--- config.mk ---
export PLATFORM = sky130hd
export DESIGN_NAME = imem_loader
export DESIGN_NICKNAME = d
export VERILOG_FILES = /design/src/rtl/imem_loader_pkg.sv /design/src/rtl/imem_loader_byte_packer.sv /design/src/rtl/imem_loader.sv
export SDC_FILE = /design/constraint.sdc
export NUM_CORES = 1
export LEC_CHECK = 0
export CAP_MARGIN = 40
export CORE_MARGIN = 8
export CORE_UTILIZATION = 51
export CTS_CLUSTER_DIAMETER = 80
export DETAILED_ROUTE_END_ITERATION = 10
export DONT_BUFFER_PORTS = 1
export PLACE_DENSITY = 0.67
export SLEW_MARGIN = 20
export SYNTH_ARGS = -nofsm -noshare
export SYNTH_HDL_FRONTEND = slang
export SYNTH_SLANG_ARGS = --single-unit
export TNS_END_PERCENT = 20
--- constraint.sdc ---
create_clock -name clk -period 1.9 [get_ports clk]
set_input_delay 0.19 -clock clk [delete_from_list [all_inputs] [get_ports clk]]
set_output_delay 0.19 -clock clk [all_outputs]
set_load 0.01 [all_outputs]
--- src/rtl/imem_loader_pkg.sv ---
// Shared types and constants for the instruction-memory boot loader.
package imem_loader_pkg;

  typedef enum logic [2:0] {
    S_COUNT = 3'd0,
    S_DATA  = 3'd1,
    S_CHECK = 3'd2,
    S_DONE  = 3'd3,
    S_ERROR = 3'd4
  } ld_state_t;

  localparam int DEPTH_DEFAULT  = 64;
  localparam int BYTES_PER_WORD = 4;

endpackage

--- src/rtl/imem_loader_byte_packer.sv ---
// Little-endian byte-to-word assembler for the boot loader; flags the 4th byte of each word.
module byte_packer
  import imem_loader_pkg::*;
(
  input  logic        clk,
  input  logic        clr,
  input  logic        en,
  input  logic [7:0]  din,
  output logic        word_valid,
  output logic [31:0] word
);

  logic [1:0]  cnt;
  logic [23:0] sr;

  // The three held bytes plus the live 4th byte form the word, so no extra cycle is spent.
  assign word_valid = en && (cnt == 2'(BYTES_PER_WORD - 1));
  assign word       = {din, sr};

  always_ff @(posedge clk) begin
    if (clr) begin
      cnt <= '0;
      sr  <= '0;
    end else if (en) begin
      cnt <= cnt + 2'd1;
      sr  <= {din, sr[23:8]};
    end
  end

endmodule

--- src/rtl/imem_loader.sv ---
// Boot loader: writes a length-prefixed byte image into instruction RAM, then releases the core.
// Optional trailing checksum byte enabled by defining IMEM_LOADER_CHECKSUM_EN.
//
// state   | meaning
// COUNT   | waiting for the word-count byte
// DATA    | assembling and writing data words
// CHECK   | waiting for the trailing checksum byte (checksum build only)
// DONE    | image loaded, core released
// ERROR   | image rejected, core held in reset
module imem_loader
  import imem_loader_pkg::*;
#(
  parameter int DEPTH = DEPTH_DEFAULT,
  parameter int AW    = $clog2(DEPTH)
) (
  input  logic          clk,
  input  logic          reset,
  input  logic          in_valid,
  input  logic [7:0]    in_data,
  output logic          in_ready,
  output logic          we,
  output logic [AW-1:0] waddr,
  output logic [31:0]   wdata,
  output logic          cpu_reset,
  output logic          done,
  output logic          error
);

  ld_state_t     state;
  logic [AW-1:0] wcnt;
  logic [AW-1:0] last_idx;
  logic          xfer;
  logic          word_valid;
  logic [31:0]   word;
`ifdef IMEM_LOADER_CHECKSUM_EN
  logic [7:0]    sum;
`endif

  assign in_ready = (state == S_COUNT) || (state == S_DATA) || (state == S_CHECK);
  assign xfer     = in_valid && in_ready;

  byte_packer u_packer (
    .clk        (clk),
    .clr        (reset || (state == S_COUNT)),
    .en         (xfer && (state == S_DATA)),
    .din        (in_data),
    .word_valid (word_valid),
    .word       (word)
  );

  always_ff @(posedge clk) begin
    if (reset) begin
      state     <= S_COUNT;
      we        <= 1'b0;
      waddr     <= '0;
      wdata     <= '0;
      cpu_reset <= 1'b1;
      done      <= 1'b0;
      error     <= 1'b0;
      wcnt      <= '0;
      last_idx  <= '0;
`ifdef IMEM_LOADER_CHECKSUM_EN
      sum       <= '0;
`endif
    end else begin
      we <= 1'b0;
      case (state)
        S_COUNT: begin
          if (xfer) begin
            if ((in_data == 8'd0) || (int'(in_data) > DEPTH)) begin
              state <= S_ERROR;
              error <= 1'b1;
            end else begin
              state    <= S_DATA;
              wcnt     <= '0;
              last_idx <= AW'(in_data - 8'd1);
`ifdef IMEM_LOADER_CHECKSUM_EN
              sum      <= in_data;
`endif
            end
          end
        end
        S_DATA: begin
          if (xfer) begin
`ifdef IMEM_LOADER_CHECKSUM_EN
            sum <= sum + in_data;
`endif
            if (word_valid) begin
              we    <= 1'b1;
              waddr <= wcnt;
              wdata <= word;
              wcnt  <= wcnt + 1'b1;
              if (wcnt == last_idx) begin
`ifdef IMEM_LOADER_CHECKSUM_EN
                state <= S_CHECK;
`else
                state <= S_DONE;
`endif
              end
            end
          end
        end
`ifdef IMEM_LOADER_CHECKSUM_EN
        S_CHECK: begin
          if (xfer) begin
            if (8'(sum + in_data) == 8'd0) begin
              state     <= S_DONE;
              done      <= 1'b1;
              cpu_reset <= 1'b0;
            end else begin
              state <= S_ERROR;
              error <= 1'b1;
            end
          end
        end
`endif
        // Release is registered one edge after entry so the last word commits first.
        S_DONE: begin
          done      <= 1'b1;
          cpu_reset <= 1'b0;
        end
        S_ERROR: begin
          error     <= 1'b1;
          cpu_reset <= 1'b1;
        end
        default: state <= S_COUNT;
      endcase
    end
  end

endmodule
==> results by group, run 1 <==
Power
  – Power Internal: 0.00232 W
  – Pwr dens: 850 nW/um^2
  – Worst vdd ir: 0.610 mV
  – Sw Pwr: 0.000729 W
  – Sw Ratio: 0.239
  – Comb pwr share: 0.048
  – Sequential Power Share: 0.579
  – Clock power frac: 0.373
  – Pleak: 1.16 nW

Logic synthesis
  – Number of flops mapped to enable cells by yosys: 0
  – Post-synth top flop: dfxtp_1
  – #FFs+latches synth: 83
  – Synth Area in XOR/XNOR: 0.0244
  – Synth Area in Compound Gates: 0.161
  – Cell Area, Synth: 3220 sq um
  – Unique masters post-synth: 39
  – Yosys top cell area share: 0.515
  – Most numerous cell in the Yosys netlist: nand2_1
  – Syn Inst Count: 395
  – Top cells by area, synth: dfxtp_1, nand2_1, a21oi_1
  – Area share of fa/ha/maj cells after synthesis: 0.0116
  – Largest family of logic cells by synthesized area: simple AND/OR/NAND/NOR gates
  – Simple-gate share of the synthesized area: 0.241
  – Register area share after synthesis: 0.515
  – Ys async rst share: 0
  – Syn. warnings: 0
  – Dominant cell type by area after synthesis: dfxtp_1
  – Mux cell area share after synthesis: 0.00310
  – Syn nets: 409
  – Synth top cells by count: nand2_1, dfxtp_1, a21oi_1, nor2_1, clkbuf_1
  – Mean Syn Cell Area: 8.16 sq um

Clock network
  – CTS Buffer Depth: 2
  – Clock latency on the worst-skew pair: 0.35 ns
  – TritonCTS clock tree: built
  – CTS Buf Count: 9
  – Setup Fix Bufs, Post-CTS: 0
  – Post_cts resized: 0
  – Worst-path clk slew: 0.08 ns
  – Clk root buf: clkbuf_8
  – Hold-fix buffers at CTS: 9
  – CTS Sinks: 83
  – H-tree Lvls: 3

Routing
  – Routed Antenna Nets: 0
  – DRC Markers: 0
  – Pre-Repair DR Iteration Count: 5
  – Routed WL per cell: 15.5 microns
  – WL final: 7450 microns
  – Via Count: 2592
  – Initial DRC count: 147
  – Vias per Instance: 5.38

Global route
  – Vias in the first global route: 2490
  – Largest net degree at the start of global routing: 55
  – Global-route wire length before repair: 12500 microns
  – Initial antenna violation count: 0
  – All-Layer GR Usage: 0.175
  – Grt ovf: 0

Layout
  – Nets: 415
  – Util after Layout: 0.575
  – Layout cell share with drive strength beyond 1: 0.101
  – # fillers: 617
  – # diodes: 0
  – Layout area overhead: 11.3%
  – Finished Layout Cells: 482

Floorplanning
  – Ports: 54
  – Die area: 9120 sq um
  – Core area: 6240 sq um
  – Initial core utilization: 0.517
  – FP Rows: 29
  – Die Y: 95.5 microns
  – Die Width: 95.5 microns

Worst setup path
  – Data required time of the worst path: 2.16 ns
  – Crit path largest cell delay: 0.42 ns
  – Critical path's slowest cell: dfxtp_1
  – Endpoint class of the critical path: register
  – CP Max Fanout: 11
  – Kind of critical path: reg2reg
  – Worst path arrival time: 1.98 ns
  – CP Launch Type: register
  – Critical-path cell list: nor3_1, nand2_1, nor4b_4, buf_4, nor2_1, a311oi_1
  – Reg-to-reg slack, setup: 0.18 ns

STA
  – Pins over their slew limit: 0
  – Setup-failing EPs final: 0
  – Fmax: 0.583 GHz
  – Unrepaired setup endpoints after global routing: false
  – Fin crit share: 0.903
  – Slew HR: 0.656
  – Layout Skew: 0.00883 ns
  – WHS: 0.0170 ns
  – Worst-margin pin slew: 0.515 ns
  – Hold Fails Final Rpt: 0
  – Clock period minus worst slack: 1.72 ns

Place
  – Routability cong.: 0.775
  – Post-DP HPWL: 4920 microns
  – Count of input and output buffers: 0
  – Placed cells: 457

Run status
  – Status: complete, no violations

Worst hold path
  – Hold Path Class: in2reg

Job
  – Max-cap check violation count: 0
## per-stage QoR
| step | TNS (ns) | worst slack [ns] | cell area, sq um | total power [W] |
|---|---|---|---|---|
| 2_1_floorplan | 0 | 0.0861 | 3220 | 0.00190 |
| 3_3_place_gp | 0 | 0.0452 | 3310 | 0.00191 |
| 3_5_place_dp | -0.0739 | -0.0479 | 3310 | 0.00191 |
| 4_1_cts | 0 | 0.174 | 3580 | 0.00307 |
| 5_1_grt | 0 | 0.00881 | 3590 | 0.00316 |
| 6_report | 0 | 0.184 | 3590 | 0.00305 |
## placed cells by master, fill, tap and decap left out, types with 2 or more instances in the layout
cell type / netlist / routed
a211oi_2: 3 / 3
a21oi_1: 68 / 68
a311oi_1: 2 / 2
a311oi_2: 4 / 4
buf_4: 1 / 13
clkbuf_1: 17 / 2
clkbuf_8: 0 / 10
clkinvlp_4: 0 / 2
dfxtp_1: 83 / 83
dlygate4sd3_1: 0 / 9
ha_1: 3 / 3
inv_1: 4 / 4
nand2_1: 134 / 134
nand2b_1: 2 / 2
nand3_1: 3 / 3
nor2_1: 21 / 21
nor3_1: 4 / 4
o21ai_0: 6 / 6
or3_1: 3 / 3
xnor2_1: 6 / 6
xor2_1: 3 / 3
## worst paths after layout
kind / from / end / depth (start not counted)
setup / recovery: state[2] / last_idx[4] / 6
hold / removal: reset / wcnt[0] / 2
setup reg to reg: state[2] / last_idx[4] / 6
hold reg to reg: u_packer.sr[6] / wdata[6] / 2
## cell families (layout without fill, tap and decap cells)
| group | after synthesis | count (layout) |
|---|---|---|
| compound gates | 87 | 87 |
| xor+xnor | 9 | 9 |
| fa+ha+maj | 3 | 3 |
| buf+inv | 32 | 42 |
| flops | 83 | 83 |
| mux | 1 | 1 |
| simple gates | 180 | 180 |
## worst max-delay path: cells and delay by family, from the launching register on
| kind | cells | cell delay, ns |
|---|---|---|
| AOI/OAI and AO/OA | 1 | 0.25 |
| buffers and inverters | 1 | 0.23 |
| DFF | 1 | 0.42 |
| and+or+nand+nor | 4 | 0.73 |
## final cells by class
class / count / area [sq um] / area share
Clock inverter: 3 / 23.8 / 0.00663
Tap cell: 77 / 96.3 / 0.0269
Timing Repair Buffer: 23 / 208 / 0.0579
Clock buffer: 12 / 145 / 0.0405
Multi-Input combinational cell: 280 / 1440 / 0.401
Inverter: 4 / 15.0 / 0.00419
Sequential cell: 83 / 1660 / 0.463
## state kept, by name (all words and copies together) (netlist names)
name	cells
u_packer.cnt	2
we	1
wcnt	6
done	1
waddr	6
cpu_reset	1
state	3
wdata	32
u_packer.sr	24
error	1
last_idx	6
## layer usage
metal | wire [microns] | part of all wire | global-route usage
met1 | 3490 | 0.47 | 0.230
met4 | 116 | 0.016 | 0.0717
met2 | 3100 | 0.42 | 0.249
met5 | 0 | 0 | 0
met3 | 739 | 0.099 | 0.0685
## power by group through the flow
stage | Sequential [W] | Clock [W] | Combinational (W)
floorplan | 0.00180 | 0 | 0.000105
global placement | 0.00181 | 0 | 0.000103
detailed placement | 0.00181 | 0 | 0.000105
CTS | 0.00177 | 0.00115 | 0.000147
global route | 0.00177 | 0.00123 | 0.000163
finish | 0.00177 | 0.00114 | 0.000147
Power figures use the tool's default switching activity.
==> run 2, diff against run 1 <==
Settings changed: CORE_MARGIN 8 to 2.
==> run 2 against run 1 <==
  * Critical path depth did not move
  * Via count rose by 1.7%
  * Non-clock buffer count fell by 1
  * Total power rose by 18%
  * Sequential share of layout area fell by 1.3 points
  * Core utilization rose by 3.8 points
  * Worst hold slack improved by 0.0018 ns
  * Clock power rose by 47%
  * Sequential cell count did not move
  * Highest routed layer unchanged
==> results by group, run 2 (synthesized netlist as in run 1, its figures left out) <==
STA
  – Fin crit share: 0.922 (+0.0191)
  – Fmax: 0.571 GHz (-2.1%)
  – WHS: 0.0187 ns (+0.00176 ns)
  – Hold Fails Final Rpt: 0 (unchanged)
  – Slew HR: 0.649 (-0.00718)
  – Pins over their slew limit: 0 (unchanged)
  – Worst-margin pin slew: 0.526 ns (+0.0108 ns)
  – Layout Skew: 0.00926 ns (+0.000426 ns)
  – Unrepaired setup endpoints after global routing: false
  – Setup-failing EPs final: 0 (unchanged)
  – Clock period minus worst slack: 1.75 ns (+0.0363 ns)
  – Worst setup margin: 0.148 ns (-0.0363 ns)

Routing
  – Routed WL per cell: 14.9 microns (-3.5%)
  – DRC Markers: 0 (unchanged)
  – Via Count: 2637 (+1.7%)
  – Vias per Instance: 5.49 (+2.2%)
  – Pre-Repair DR Iteration Count: 4 (-1)
  – WL final: 7160 microns (-3.9%)
  – Initial DRC count: 138 (-6.1%)
  – Routed Antenna Nets: 0 (unchanged)

Worst setup path
  – CP Launch Type: register
  – CP Max Fanout: 9 (-2)
  – Worst setup startpoint: state[2]
  – Critical-path cell list: nor3_2, nand2_1, nor4b_4, buf_4, nor2_1, a311oi_1
  – Crit path largest cell delay: 0.43 ns (about the same)
  – RR Endpoint: last_idx[2]
  – Reg-to-reg slack, setup: 0.15 ns (-0.04 ns)
  – Kind of critical path: reg2reg
  – Worst Path Buf+Inv: 1 (unchanged)
  – Critical R2R Launch: state[2]
  – R2r worst-path depth: 6 (unchanged)
  – CP top delay family: simple AND/OR/NAND/NOR gates
  – Critical path's slowest cell: dfxtp_1
  – Worst path arrival time: 2.01 ns (+0.03 ns)
  – Data required time of the worst path: 2.15 ns (about the same)
  – Endpoint class of the critical path: register

Floorplanning
  – Die Y: 83.5 microns (-13%)
  – FP Rows: 28 (-3.4%)
  – Initial core utilization: 0.535 (+0.0185)
  – Die area: 6970 sq um (-24%)
  – Core area: 6030 sq um (-3.4%)
  – Die Width: 83.5 microns (-13%)
  – Ports: 54 (unchanged)

Run status
  – Status: complete, no violations

Layout
  – Max FFs per register: 32 (unchanged)
  – Layout cell share with drive strength beyond 1: 0.109 (+0.00741)
  – # diodes: 0 (unchanged)
  – Leading cell type in the layout, fill and taps excluded: nand2_1
  – Layout area overhead: 14.6%
  – Commonest non-fill, non-tap cells in the layout: nand2_1, dfxtp_1, a21oi_1
  – Biggest register: wdata
  – Finished Layout Cells: 480 (-0.41%)
  – Biggest regs: wdata x32, u_packer.sr x24
  – # fillers: 558 (-9.6%)
  – Nets: 414 (-0.24%)

Worst hold path
  – Hold path depth: 2 (unchanged)
  – Hold Path Class: in2reg
  – Hold_sp: in_data[4]
  – Hold EP: last_idx[4]

Global route
  – Largest net degree at the start of global routing: 56 (+1.8%)
  – Initial antenna violation count: 0 (unchanged)
  – Grt ovf: 0 (unchanged)
  – Vias in the first global route: 2520 (+1.2%)
  – All-Layer GR Usage: 0.210 (+0.0357)
  – Global-route wire length before repair: 11900 microns (-4.6%)

Place
  – Routability cong.: 0.902 (+17%)
  – Placement Setup Slack: -0.0586 ns (-0.0107 ns)
  – Count of input and output buffers: 0 (unchanged)
  – Post-DP HPWL: 4580 microns (-6.7%)
  – Placed cells: 454 (-0.66%)

Clock network
  – Setup Fix Bufs, Post-CTS: 0 (unchanged)
  – CTS Sinks: 83 (unchanged)
  – H-tree Lvls: 3 (unchanged)
  – TritonCTS clock tree: built
  – Worst-path clk slew: 0.08 ns (about the same)
  – CTS Buf Count: 9 (unchanged)
  – Clk root buf: clkbuf_8
  – CTS Buffer Depth: 2 (unchanged)
  – Clock latency on the worst-skew pair: 0.35 ns (about the same)

Job
  – Max-cap check violation count: 0 (unchanged)

Power
  – Pwr dens: 974 nW/um^2 (+15%)
  – Worst vdd ir: 0.593 mV (-2.8%)
  – Pleak: 1.21 nW (+4.7%)
==> run 2: cell type report <==
type,instances,area [sq um],share of cell area
Tap cell,75,93.8,0.0254
Clock buffer,10,138,0.0373
Timing Repair Buffer,22,208,0.0562
Multi-Input combinational cell,280,1440,0.390
Inverter,4,15.0,0.00406
Clock inverter,6,136,0.0369
Sequential cell,83,1660,0.450
==> run 2: worst reg2reg max path, stage by stage (launching register included) <==
cell and delay [ns]:
dfxtp_1 0.43, nor3_2 0.28, nand2_1 0.14, nor4b_4 0.28
buf_4 0.23, nor2_1 0.05, a311oi_1 0.25
==> run 2: worst max path at each step <==
stage,cells after the start,slack [ns],end
floorplan,8,0.09,last_idx[0]
global placement,8,0.03,last_idx[0]
detailed placement,8,-0.06,last_idx[2]
CTS,6,0.08,last_idx[2]
global route,6,0.04,last_idx[2]
finish,6,0.15,last_idx[2]
==> run 2: stage by stage <==
step	setup TNS, ns	util	total power (W)	area, sq um
final	0	0.613	0.00360	3690
after global routing	0	0.613	0.00371	3690
after CTS	0	0.611	0.00362	3680
after detailed placement	-0.0872	0.547	0.00191	3300
after global placement	0	0.547	0.00191	3300
after floorplan	0	-	0.00190	3220
==> run 2: report_power, final <==
| part | internal (W) | switching (W) | leakage, nW |
|---|---|---|---|
| Sequential | 0.00175 | 0.0000156 | 0.669 |
| Clock | 0.00104 | 0.000638 | 0.133 |
| Combinational | 0.0000620 | 0.0000890 | 0.411 |
| Total | 0.00286 | 0.000743 | 1.21 |
==> run 2: timing repair <==
action	4_1_cts	5_1_grt
endpoints found under the hold margin	62	1
resized for setup	0	1
hold buffers	9	1
setup endpoints to repair	0	2
==> run 2: per-layer routing <==
layer  vias to the layer above  GRT usage  part of all wire
met2                        78      0.320              0.43
li1                       1318          -                 -
met3                        21     0.0692             0.068
met4                         0     0.0865             0.028
met5                         -          0                 0
met1                      1220      0.277              0.47
